--- config.mk ---
export PLATFORM = sky130hd
export DESIGN_NAME = gf8_reduce_acc
export DESIGN_NICKNAME = d
export VERILOG_FILES = /design/src/rtl/gf8_reduce_acc.sv
export SDC_FILE = /design/constraint.sdc
export NUM_CORES = 1
export LEC_CHECK = 0
export CORE_UTILIZATION = 30
export DETAILED_ROUTE_END_ITERATION = 8
export SKIP_CTS_REPAIR_TIMING = 1
export SYNTH_ARGS = -nofsm -noshare
export SYNTH_HDL_FRONTEND = slang
export SYNTH_SLANG_ARGS = --single-unit
--- constraint.sdc ---
create_clock -name clk -period 1.25 [get_ports clk]
set_input_delay 0.25 -clock clk [delete_from_list [all_inputs] [get_ports clk]]
set_output_delay 0.25 -clock clk [all_outputs]
set_load 0.05 [all_outputs]
--- src/rtl/gf8_reduce_acc.sv ---
// rtl/gf8_reduce_acc.sv - GF(2^8) reduction of a carry-less product with per-frame XOR accumulation
module gf8_reduce_acc #(
  parameter logic [8:0] POLY = 9'h11B
) (
  input  logic        clk,
  input  logic        rst,
  input  logic        in_valid,
  output logic        in_ready,
  input  logic [14:0] in_prod,
  input  logic        in_first,
  input  logic        in_last,
  output logic        out_valid,
  input  logic        out_ready,
  output logic [7:0]  out_data,
  output logic [7:0]  out_count
);

  logic        r_val;
  logic [7:0]  r_data;
  logic        r_first;
  logic        r_last;
  logic [7:0]  acc;
  logic [7:0]  cnt;

  logic [14:0] red_v;
  logic        r_adv;
  logic        in_fire;
  logic [7:0]  sum;
  logic [7:0]  cnt_base;
  logic [7:0]  cnt_next;

  always_comb begin
    red_v = in_prod;
    for (int k = 14; k >= 8; k--) begin
      if (red_v[k]) begin
        red_v = red_v ^ (15'(POLY) << (k - 8));
      end
    end
  end

  // A last beat must not overwrite a result the consumer has not taken yet.
  assign r_adv    = r_val && !(r_last && out_valid && !out_ready);
  assign in_ready = !rst && (!r_val || r_adv);
  assign in_fire  = in_valid && in_ready;

  always_comb begin
    sum      = (r_first ? 8'h00 : acc) ^ r_data;
    cnt_base = r_first ? 8'h00 : cnt;
    cnt_next = (cnt_base == 8'hFF) ? 8'hFF : cnt_base + 8'd1;
  end

  always_ff @(posedge clk) begin
    if (rst) begin
      r_val   <= 1'b0;
      r_data  <= 8'h00;
      r_first <= 1'b0;
      r_last  <= 1'b0;
    end else if (in_fire) begin
      r_val   <= 1'b1;
      r_data  <= red_v[7:0];
      r_first <= in_first;
      r_last  <= in_last;
    end else if (r_adv) begin
      r_val   <= 1'b0;
    end
  end

  always_ff @(posedge clk) begin
    if (rst) begin
      acc       <= 8'h00;
      cnt       <= 8'h00;
      out_valid <= 1'b0;
      out_data  <= 8'h00;
      out_count <= 8'h00;
    end else if (r_adv && r_last) begin
      out_data  <= sum;
      out_count <= cnt_next;
      out_valid <= 1'b1;
      acc       <= 8'h00;
      cnt       <= 8'h00;
    end else begin
      if (r_adv) begin
        acc <= sum;
        cnt <= cnt_next;
      end
      if (out_valid && out_ready) begin
        out_valid <= 1'b0;
      end
    end
  end

endmodule

==> results of run 1 <==
[sequential cells by signal (all words and copies together) (netlist names)]
register	flops
out_valid	1
r_last	1
r_data	8
r_val	1
out_count	8
cnt	8
acc	8
out_data	8
r_first	1
[logic make-up (layout without fill, tap and decap cells)]
group / Yosys count / after routing
compound gates: 64 / 64
xor+xnor: 33 / 33
buf+inv: 18 / 91
flops: 44 / 44
simple gates: 89 / 89
[metrics by stage]
stage	setup TNS (ns)	setup WS [ns]	hold slack, ns
after floorplan	-0.254	-0.0419	0.373
after global placement	-13.99	-0.383	0.452
after detailed placement	-14.78	-0.433	0.467
after CTS	-2.24	-0.339	0.477
after global routing	-1.12	-0.216	0.377
final	-0.282	-0.169	0.354
[where the power goes]
group	internal [mW]	switching (mW)	leakage, nW	total, mW
Combinational	0.423	0.348	0.900	0.771
Clock	0.625	0.493	0.0627	1.12
Sequential	1.48	0.102	0.362	1.59
[worst max-delay path, stage by stage (launching register included)]
cell	delay (ns)
dfxtp_2	0.36
nand4b_1	0.18
and2_4	0.20
buf_8	0.14
[synth_stat cells]
| cell type | number |
|---|---|
| a41oi_1 | 1 |
| a22o_1 | 4 |
| nand3_1 | 17 |
| clkbuf_1 | 4 |
| nor2_1 | 12 |
| a32o_1 | 1 |
| buf_6 | 2 |
| inv_1 | 3 |
| o22a_1 | 1 |
| nor3_1 | 3 |
| a21o_2 | 1 |
| nor4b_1 | 1 |
| a211o_1 | 1 |
| o21ai_0 | 11 |
| buf_1 | 1 |
| and4_1 | 1 |
| o21bai_1 | 1 |
| a31oi_1 | 21 |
| a21oi_1 | 7 |
| a311oi_2 | 1 |
| xnor2_1 | 28 |
| and2_1 | 3 |
| o221a_1 | 1 |
| a211oi_1 | 9 |
| nand4b_1 | 1 |
| buf_4 | 1 |
| o211ai_1 | 1 |
| and3_1 | 2 |
| nand4_4 | 1 |
| xor2_1 | 5 |
| dfxtp_1 | 44 |
| nand2b_1 | 1 |
| nor2b_4 | 1 |
| a221oi_1 | 2 |
| nand3b_1 | 9 |
| and2_2 | 1 |
| nand4_2 | 1 |
| a21oi_2 | 1 |
| nand2_1 | 19 |
| buf_2 | 7 |
| nor2b_1 | 16 |
[per-layer routing]
metal	part of all wire, %	up-vias	track usage (%)
li1	-	1034	-
met1	46	912	17.2
met2	49	48	22.8
met3	3.6	9	2.83
met4	1.5	0	5.51
met5	0	-	0
[final timing paths]
kind / from / to / slack [ns]
worst min-delay path: out_ready / r_val / 0.35
worst max-delay path: r_last / in_ready / -0.17
worst min register to register: acc[0] / acc[0] / 0.48
worst max register to register: cnt[0] / cnt[5] / -0.05
[placed cells by master, fill, tap and decap left out, drive strengths merged, types with 2 or more instances in the layout]
master	Yosys	layout
nand3b	9	9
and2	4	4
a211oi	9	9
a31oi	21	21
nand2	19	19
nand4	2	2
nand3	17	17
buf	11	59
and3	2	2
dlymetal6s2s	0	3
dfxtp	44	44
clkbuf	4	9
nor2b	17	17
inv	3	3
o21ai	11	11
nor3	3	3
clkdlybuf4s50	0	17
nor2	12	12
a21oi	8	8
xnor2	28	28
xor2	5	5
a22o	4	4
a221oi	2	2
[area by class of cell]
class                           instances  area (um2)
Timing Repair Buffer                   80         967
Inverter                                3        11.3
Tap cell                               96         120
Fill cell                             620        3370
Clock buffer                            8         121
Multi-Input combinational cell        186        1460
Sequential cell                        44         895
==> summary.txt, run 1 <==
Die
  • Starting Density: a little under a third
  • Core Footprint: roughly 0.0069 mm2
  • Chip width: approximately 88 um
  • Num rows: 30
  • # IOs: 39
  • Die Span Y: approximately 88 um
  • Die Footprint: approximately 0.0077 mm2

Global routing
  • Antenna violations before repair: 0
  • Grt total ovfl: 0
  • Largest net degree at the start of global routing: 27
  • Vias in the first global route: about 1.8k
  • First-pass GRT wire length: slightly above 8000 um
  • GRT Util Overall: a little over an eighth

Timing
  • Final Hold Fails: 0
  • Worst-margin pin slew: approximately 0.38 ns
  • Worst Skew: roughly 0.0085 ns
  • Final setup viols: 6
  • Final setup margin: -0.169 ns
  • Unrepaired setup endpoints after global routing: true
  • Fin. max-slew vios: 0
  • Post-route minimum period: about 1.4 ns
  • Slew headroom: ~74%
  • Max Clk Rate: around 0.7 GHz
  • Crit share post-route: 113%

Logic synthesis
  • Synth area leaders: dfxtp_1, xnor2_1, a31oi_1
  • Synth Register Bits: between 40 and 50
  • Largest family of logic cells by synthesized area: simple AND/OR/NAND/NOR gates
  • Compound-cell area share of the yosys netlist: about 20%
  • Post-Synth Adder-Cell Area: 0%
  • Synth unique cells: 41
  • Mean area per synthesized cell: 8.89 um2
  • Mux contribution to synthesized area: 0%
  • Syn_nets: between 200 and 300
  • Post-synth top area share: 40.0%
  • Post-Synth XOR/XNOR Area: a little over an eighth
  • Register area share after synthesis: ~40%
  • Simple-gate area share of the yosys netlist: 22.8%
  • Area leader, netlist: dfxtp_1
  • Yosys warns: 0
  • Mapped Cells: about 250
  • Mapped Area: around 0.0022 mm2

Drt
  • Final wirelength: roughly 5200 um
  • Number of antenna-violating nets in the routed design: 0
  • DR DRC count: 0
  • Initial DRC Count: ~110
  • DR vias: 2003
  • Drt pass-1 iters: 5
  • WL/cell: approximately 13 um
  • Vias per inst: roughly 4.8

Min path
  • Worst hold stages: 3
  • Type of the most critical hold path: primary input to flop

Layout
  • Non-Filler Instances: between 400 and 500
  • Layout cells sized above 1: between 30% and 40%
  • Inserted Diodes: 0
  • Final instance area: about 0.0036 mm2
  • Area Overhead vs Synth: 62.0%
  • Utilization after layout: about 51%
  • Number of nets in the layout: 341

Power and ir drop
  • Worst vdd rail ir drop: 0.000547 V
  • Design Power: between 3 and 4 mW
  • Leakage Power: between 1 and 1.5 nW
  • Power per Cell Area: 973 mW/mm2

CTS
  • Clock Tree Buf Depth: 2
  • Skew-Pair Late Insertion Delay: approximately 0.30 ns
  • CTS clk-pin slew, worst paths: approximately 0.08 ns
  • CTS tree: done
  • CTS buffer count: 5
  • Root Buffer: clkbuf_8
  • H-tree lvl count: 2
  • CTS sink cnt: between 40 and 50

Flow run
  • Max-cap violations: 0

Place
  • Post-DP Area: 0.00317 mm2
  • Placed Instances: 406
  • Post-DP HPWL: about 3600 um
  • Placer Congestion: 0.727
  • # port buffers: 38

Worst setup path
  • CP arrival: roughly 1.2 ns
  • Worst-case reg-to-reg path depth: 6
  • Crit path max fanout: 4
  • Worst setup EP type: primary output
  • Critical Path RT: 1.00 ns
  • Startpoint class of the critical path: flop
  • CP Class: flop to primary output

Run status
  • Status: finished, violations left
  • Failing checks: setup timing
No activity file was read; power rests on OpenSTA's default activity.
==> run 2: changes to the inputs <==
--- a/config.mk
+++ b/config.mk
@@ -7,6 +7,7 @@
 export LEC_CHECK = 0
 export CORE_UTILIZATION = 30
 export DETAILED_ROUTE_END_ITERATION = 8
+export GPL_TIMING_DRIVEN = 0
 export SKIP_CTS_REPAIR_TIMING = 1
 export SYNTH_ARGS = -nofsm -noshare
 export SYNTH_HDL_FRONTEND = slang
==> constraint.sdc (replaced) <==
create_clock -name clk -period 1.2 [get_ports clk]
set_input_delay 0.24 -clock clk [delete_from_list [all_inputs] [get_ports clk]]
set_output_delay 0.24 -clock clk [all_outputs]
set_load 0.05 [all_outputs]
==> summary.txt, run 2 (synthesized netlist as in run 1, its figures left out) <==
Drt
  • Drt pass-1 iters: 5 (unchanged)
  • Final wirelength: 5740 um (was 5220 um)
  • Vias per inst: 4.99 (was 4.80)
  • Initial DRC Count: 91 (was 107)
  • Number of antenna-violating nets in the routed design: 0 (unchanged)
  • DR vias: 2019 (was 2003)
  • WL/cell: 14.2 um (was 12.5 um)
  • DR DRC count: 0 (unchanged)

Worst setup path
  • CP top delay family: flip-flops (was simple AND/OR/NAND/NOR gates)
  • Reg2reg end: out_count[7] (was cnt[5])
  • Critical Path RT: 0.96 ns (was 1.00 ns)
  • CP Class: flop to primary output (unchanged)
  • Slowest library cell on the worst path: dfxtp_4 (was dfxtp_2)
  • Worst R2R Setup Slack: -0.17 ns (was -0.05 ns)
  • Worst setup EP type: primary output (unchanged)
  • Startpoint class of the critical path: flop (unchanged)
  • CP arrival: 1.16 ns (was 1.17 ns)
  • Crit path max fanout: 6 (was 4)
  • Worst-case reg-to-reg path depth: 6 (unchanged)
  • CP peak stage delay: 0.38 ns (was 0.36 ns)
  • RR Startpoint: cnt[0] (unchanged)
  • Buffers and inverters on the worst path: 1 (unchanged)
  • Worst path cell trace: nand4b_1, and2_4, buf_6 (was nand4b_1, and2_4, buf_8)

Run status
  • Status: finished, violations left (unchanged)
  • Failing checks: setup timing (unchanged)

Global routing
  • Antenna violations before repair: 0 (unchanged)
  • GRT Util Overall: 14.2% (was 13.7%)
  • First-pass GRT wire length: 8370 um (was 8220 um)
  • Vias in the first global route: 1740 (was 1821)
  • Largest net degree at the start of global routing: 15 (was 27)
  • Grt total ovfl: 0 (unchanged)

Die
  • Chip width: 87.7 um (unchanged)
  • Die Footprint: 0.00770 mm2 (unchanged)
  • Core Footprint: 0.00694 mm2 (unchanged)
  • Die Span Y: 87.7 um (unchanged)
  • # IOs: 39 (unchanged)
  • Starting Density: 31.7% (unchanged)
  • Num rows: 30 (unchanged)

Power and ir drop
  • Int Pwr: 2.44 mW (was 2.53 mW)
  • Reported net switching power: 0.997 mW (was 0.943 mW)
  • Sequential power share: 47.7% (was 45.6%)
  • Sw Share: 29.0% (was 27.1%)
  • Leakage Power: 1.24 nW (was 1.33 nW)
  • Clock power frac: 31.3% (was 32.2%)
  • Worst vdd rail ir drop: 0.000571 V (was 0.000547 V)
  • Part of the power in combinational logic: 21.0% (was 22.2%)
  • Power per Cell Area: 1080 mW/mm2 (was 973 mW/mm2)

Flow run
  • Max-cap violations: 0 (unchanged)

Layout
  • Layout cells sized above 1: 32.0% (was 37.1%)
  • Non-Filler Instances: 405 (was 417)
  • Most common cell after layout, fill and taps aside: dfxtp_1 (unchanged)
  • Leading cell types in the layout, fill and taps excluded: dfxtp_1, xnor2_1, a31oi_1, nand2_1, nor2b_1 (was dfxtp_1, buf_4, xnor2_1, buf_12)
  • Utilization after layout: 45.7% (was 51.4%)
  • Layout filler cell count: 715 (was 620)
  • Multi-input gate area: 0.00142 mm2 (was 0.00146 mm2)
  • Number of nets in the layout: 329 (was 341)
  • Sequential cell area: 902 um2 (was 895 um2)
  • Area Overhead vs Synth: 44.0% (was 62.0%)
  • Inserted Diodes: 0 (unchanged)

CTS
  • Root Buffer: clkbuf_8 (unchanged)
  • H-tree lvl count: 2 (unchanged)
  • Clock Tree Buf Depth: 2 (unchanged)
  • CTS buffer count: 5 (unchanged)
  • CTS tree: done (unchanged)
  • CTS sink cnt: 44 (unchanged)
  • Skew-Pair Late Insertion Delay: 0.30 ns (about the same)
  • CTS clk-pin slew, worst paths: 0.09 ns (was 0.08 ns)

Timing
  • Max Clk Rate: 0.713 GHz
  • Slew headroom: 59.1% (was 74.3%)
  • Final setup viols: 20 (was 6)
  • Crit share post-route: 117%
  • Final setup margin: -0.202 ns (was -0.169 ns)
  • Final Hold Fails: 0 (unchanged)
  • Fin. max-slew vios: 0 (unchanged)
  • Setup TNS Final: -1.87 ns (was -0.282 ns)
  • Unrepaired setup endpoints after global routing: true (unchanged)
  • Post-route minimum period: about 1.4 ns
  • Worst Skew: 0.0105 ns (was 0.00852 ns)
  • Worst hold slack: 0.282 ns (was 0.354 ns)
  • Worst-margin pin slew: 0.613 ns (was 0.381 ns)

Place
  • Placer Congestion: 0.790 (was 0.727)
  • Placed Instances: 381 (was 406)
  • Worst slack, placed: -0.935 ns (was -0.433 ns)
  • # port buffers: 37 (was 38)
  • Post-DP HPWL: 3650 um (was 3630 um)

Min path
  • Hold Startpoint: rst (was out_ready)
  • Worst hold stages: 2 (was 3)
  • Type of the most critical hold path: primary input to flop (unchanged)
  • Hold EP: out_count[0] (was r_val)
run 2: cell count changes in the layout (fill, tap and decap cells not counted), sizes merged, moves of 4 or more:
| cell | change |
|---|---|
| clkbuf | +13 |
| clkdlybuf4s50 | -5 |
| dlymetal6s2s | +4 |
| buf | -27 |
run 2: layout make-up:
cell class | count | area share (%)
tap | 96 | 3.78
timing repair buffer | 53 | 15.2
clock buffer | 6 | 2.96
sequential | 44 | 28.4
clock inverter | 2 | 0.394
buffer | 14 | 4.30
multi-input combinational | 187 | 44.6
inverter | 3 | 0.355
run 2: worst max-delay path by stage:
| stage | to | startpoint | depth (start not counted) |
|---|---|---|---|
| floorplan | out_count[6] | cnt[0] | 6 |
| global placement | in_ready | out_ready | 4 |
| detailed placement | in_ready | out_ready | 4 |
| CTS | in_ready | r_last | 3 |
| global route | in_ready | r_last | 3 |
| finish | in_ready | r_last | 3 |
run 2: power by group through the flow:
stage               Combinational (mW)  Clock [mW]  Sequential (mW)
finish                           0.723        1.08             1.64
global route                     0.786        1.16             1.66
CTS                              0.622        1.10             1.64
detailed placement               0.621           0             1.68
global placement                 0.613           0             1.67
floorplan                        0.405           0             1.69
run 2: metal layers:
metal / up-vias / GRT usage [%] / share of wire [%]
li1: 1021 / - / -
met1: 915 / 18.1 / 45
met2: 73 / 23.8 / 48
met3: 10 / 3.58 / 6.0
met4: 0 / 4.02 / 1.3
met5: - / 0 / 0
run 2: per-stage QoR:
step                area, um2  power [mW]
floorplan                2280        2.09
global placement         2770        2.28
detailed placement       2770        2.30
CTS                      2880        3.36
global route             3170        3.60
finish                   3170        3.44
run 2: worst register-to-register path: cells and delay by family, from the launching register on:
kind	cells	cell delay (ns)
buffers and inverters	2	0.25
AO/OA/AOI/OAI	2	0.40
AND/OR/NAND/NOR	2	0.33
flip-flops	1	0.33
==> variant (settings of run 1) <==
Make the reset (`rst`) asynchronous in 2 clocked blocks.
--- a/src/rtl/gf8_reduce_acc.sv
+++ b/src/rtl/gf8_reduce_acc.sv
@@ -50,5 +50,5 @@
   end
 
-  always_ff @(posedge clk) begin
+  always_ff @(posedge clk or posedge rst) begin
     if (rst) begin
       r_val   <= 1'b0;
@@ -66,5 +66,5 @@
   end
 
-  always_ff @(posedge clk) begin
+  always_ff @(posedge clk or posedge rst) begin
     if (rst) begin
       acc       <= 8'h00;
Function: differs if rst is asserted again (counterexample within 4 cycles, from zero or initial values and one cycle with rst high); with rst held inactive, the same outputs for 10 cycles.
==> variant against run 1 <==
- the run still ends with setup timing left
- area after synthesis rose by 10%
- global-route usage fell by 0.34 points
- register-to-register slack got worse by 0.10 ns
- setup slack got worse by 0.0048 ns
- wire length rose by 4.4%
- final area rose by 0.39%
- sequential cell count did not move
- synthesized cell count did not move
- sequential share of layout area rose by 5.7 points
- core utilization fell by 5.3 points
Power is not compared: it rests on default switching activity, and its combinational part moved more than twofold at a synthesized area within 25%.
==> variant: results (changes against run 1) <==
| Metric | Value |
|---|---|
| Routed vias | 1944 (was 2003) |
| Initial antenna violation count | 0 (unchanged) |
| Reg-to-reg startpoint | r_first (was cnt[0]) |
| GRT Util Overall | 0.133 (was 0.137) |
| Critical Path Start | rst (was r_last) |
| Critical path fanouts, max | 3 (was 4) |
| Worst Setup EP | in_ready (unchanged) |
| Clock root buffer | clkbuf_8 (unchanged) |
| Slowest cell on the critical path | clkdlybuf4s50_1 (was dfxtp_2) |
| Fin nets | 346 (was 341) |
| R2R Setup Slk | -0.15 ns (was -0.05 ns) |
| Seq/Total Area, Yosys | 0.454 (was 0.400) |
| Number of synthesized flops with an enable pin | 0 (unchanged) |
| Most instantiated cells after synthesis | dfrtp_1, nand2_1, xnor2_1 (was dfxtp_1, xnor2_1, a31oi_1) |
| Status | complete, but fails checks (unchanged) |
| Final worst slack | -0.173 ns (was -0.169 ns) |
| Setup TNS | -1.78 ns (was -0.282 ns) |
| Wirelength per Cell | 12.7 um (was 12.5 um) |
| Failing checks | setup timing (unchanged) |
| Slew @ Worst Pin | 0.545 ns (was 0.381 ns) |
| # fillers | 776 (was 620) |
| Synth area leaders | dfrtp_1, xnor2_1, nand2_1 (was dfxtp_1, xnor2_1, a31oi_1) |
| Detail Placement HPWL | 4060 um (was 3630 um) |
| CP max stage delay | 0.51 ns (was 0.36 ns) |
| Largest net degree at the start of global routing | 45 (was 27) |
| FFs w/ async S/R, synth | 1.00 (was 0) |
| First-pass DRT Iterations | 4 (was 5) |
| Library cells used by synthesis | 44 (was 41) |
| Setup Viol. Count Final | 20 (was 6) |
| R2R Path End | cnt[5] (unchanged) |
| Clock skew | 0.00568 ns (was 0.00852 ns) |
| RD Place Congestion | 0.849 (was 0.727) |
| Layout cells sized above 1 | 0.328 (was 0.371) |
| Global-route wire length before repair | 8830 um (was 8220 um) |
| CP delay by family, top | buffers and inverters (was simple AND/OR/NAND/NOR gates) |
[variant: cell types whose count changed in the layout (fill, tap and decap cells not counted), moves of 7 or more]
| cell | change |
|---|---|
| a31oi_1 | -10 |
| buf_4 | +8 |
| dfrtp_1 | +44 |
| dfxtp_1 | -35 |
| dfxtp_2 | -8 |
| nand2_1 | +14 |
| nand2_2 | +7 |
| nand3_1 | -9 |
| nand3b_1 | -8 |
| nor2b_1 | -8 |
| o21ai_0 | -9 |
| o21ai_1 | +23 |
[variant: cell families (layout without fill, tap and decap cells)]
| logic type | Yosys count | count (layout) | share of synthesized area |
|---|---|---|---|
| compound gates | 58 | 58 | 0.146 |
| xor+xnor | 42 | 42 | 0.155 |
| buf+inv | 17 | 95 | 0.0439 |
| flops | 44 | 44 | 0.454 |
| mux | 7 | 7 | 0.0325 |
| simple gates | 80 | 80 | 0.169 |
[variant: report_power, final]
| group | total (W) | switching [W] | internal [W] |
|---|---|---|---|
| clock network | 0.000922 | 0.000480 | 0.000441 |
| registers | 0.00225 | 0.000446 | 0.00181 |
| logic | 0.00268 | 0.00129 | 0.00140 |
[variant: routing by layer]
metal,wire length [um],track usage,vias to the layer above
met1,2550,0.179,904
li1,-,-,994
met3,161,0.0182,5
met4,82,0.0508,0
met5,0,0,-
met2,2660,0.218,41
[variant: layout make-up]
class	instances	share of cell area
Tap cell	102	0.0356
Multi-Input combinational cell	187	0.363
Clock inverter	2	0.00279
Timing Repair Buffer	82	0.258
Inverter	5	0.0101
Sequential cell	44	0.307
Clock buffer	6	0.0230
[variant: tightest hold or removal path, cell delays in order]
cell and delay [ns]:
dlymetal6s2s_1 0.12, nand2b_1 0.14, nand2_1 0.06
[variant: worst min-delay path by stage]
stage | start | end | slack [ns] | depth (start not counted)
3_5_place_dp | acc[7] | acc[7] | 0.52 | 2
4_1_cts | acc[7] | acc[7] | 0.54 | 2
6_report | out_ready | out_valid | 0.31 | 3
2_1_floorplan | rst | acc[0] | 0.27 | 1
5_1_grt | out_ready | out_valid | 0.35 | 3
3_3_place_gp | acc[0] | acc[0] | 0.50 | 2
[variant: metrics by stage]
| step | hold slack [ns] | instance area [um^2] | worst slack, ns | std cells | total power (W) |
|---|---|---|---|---|---|
| final | 0.313 | 3580 | -0.173 | 428 | 0.00586 |
| after global routing | 0.346 | 3580 | -0.208 | 428 | 0.00619 |
| after CTS | 0.539 | 3430 | -0.414 | 421 | 0.00582 |
| after detailed placement | 0.519 | 3330 | -0.405 | 413 | 0.00490 |
| after global placement | 0.504 | 3330 | -0.412 | 413 | 0.00483 |
| after floorplan | 0.274 | 2450 | -0.390 | 248 | 0.00369 |
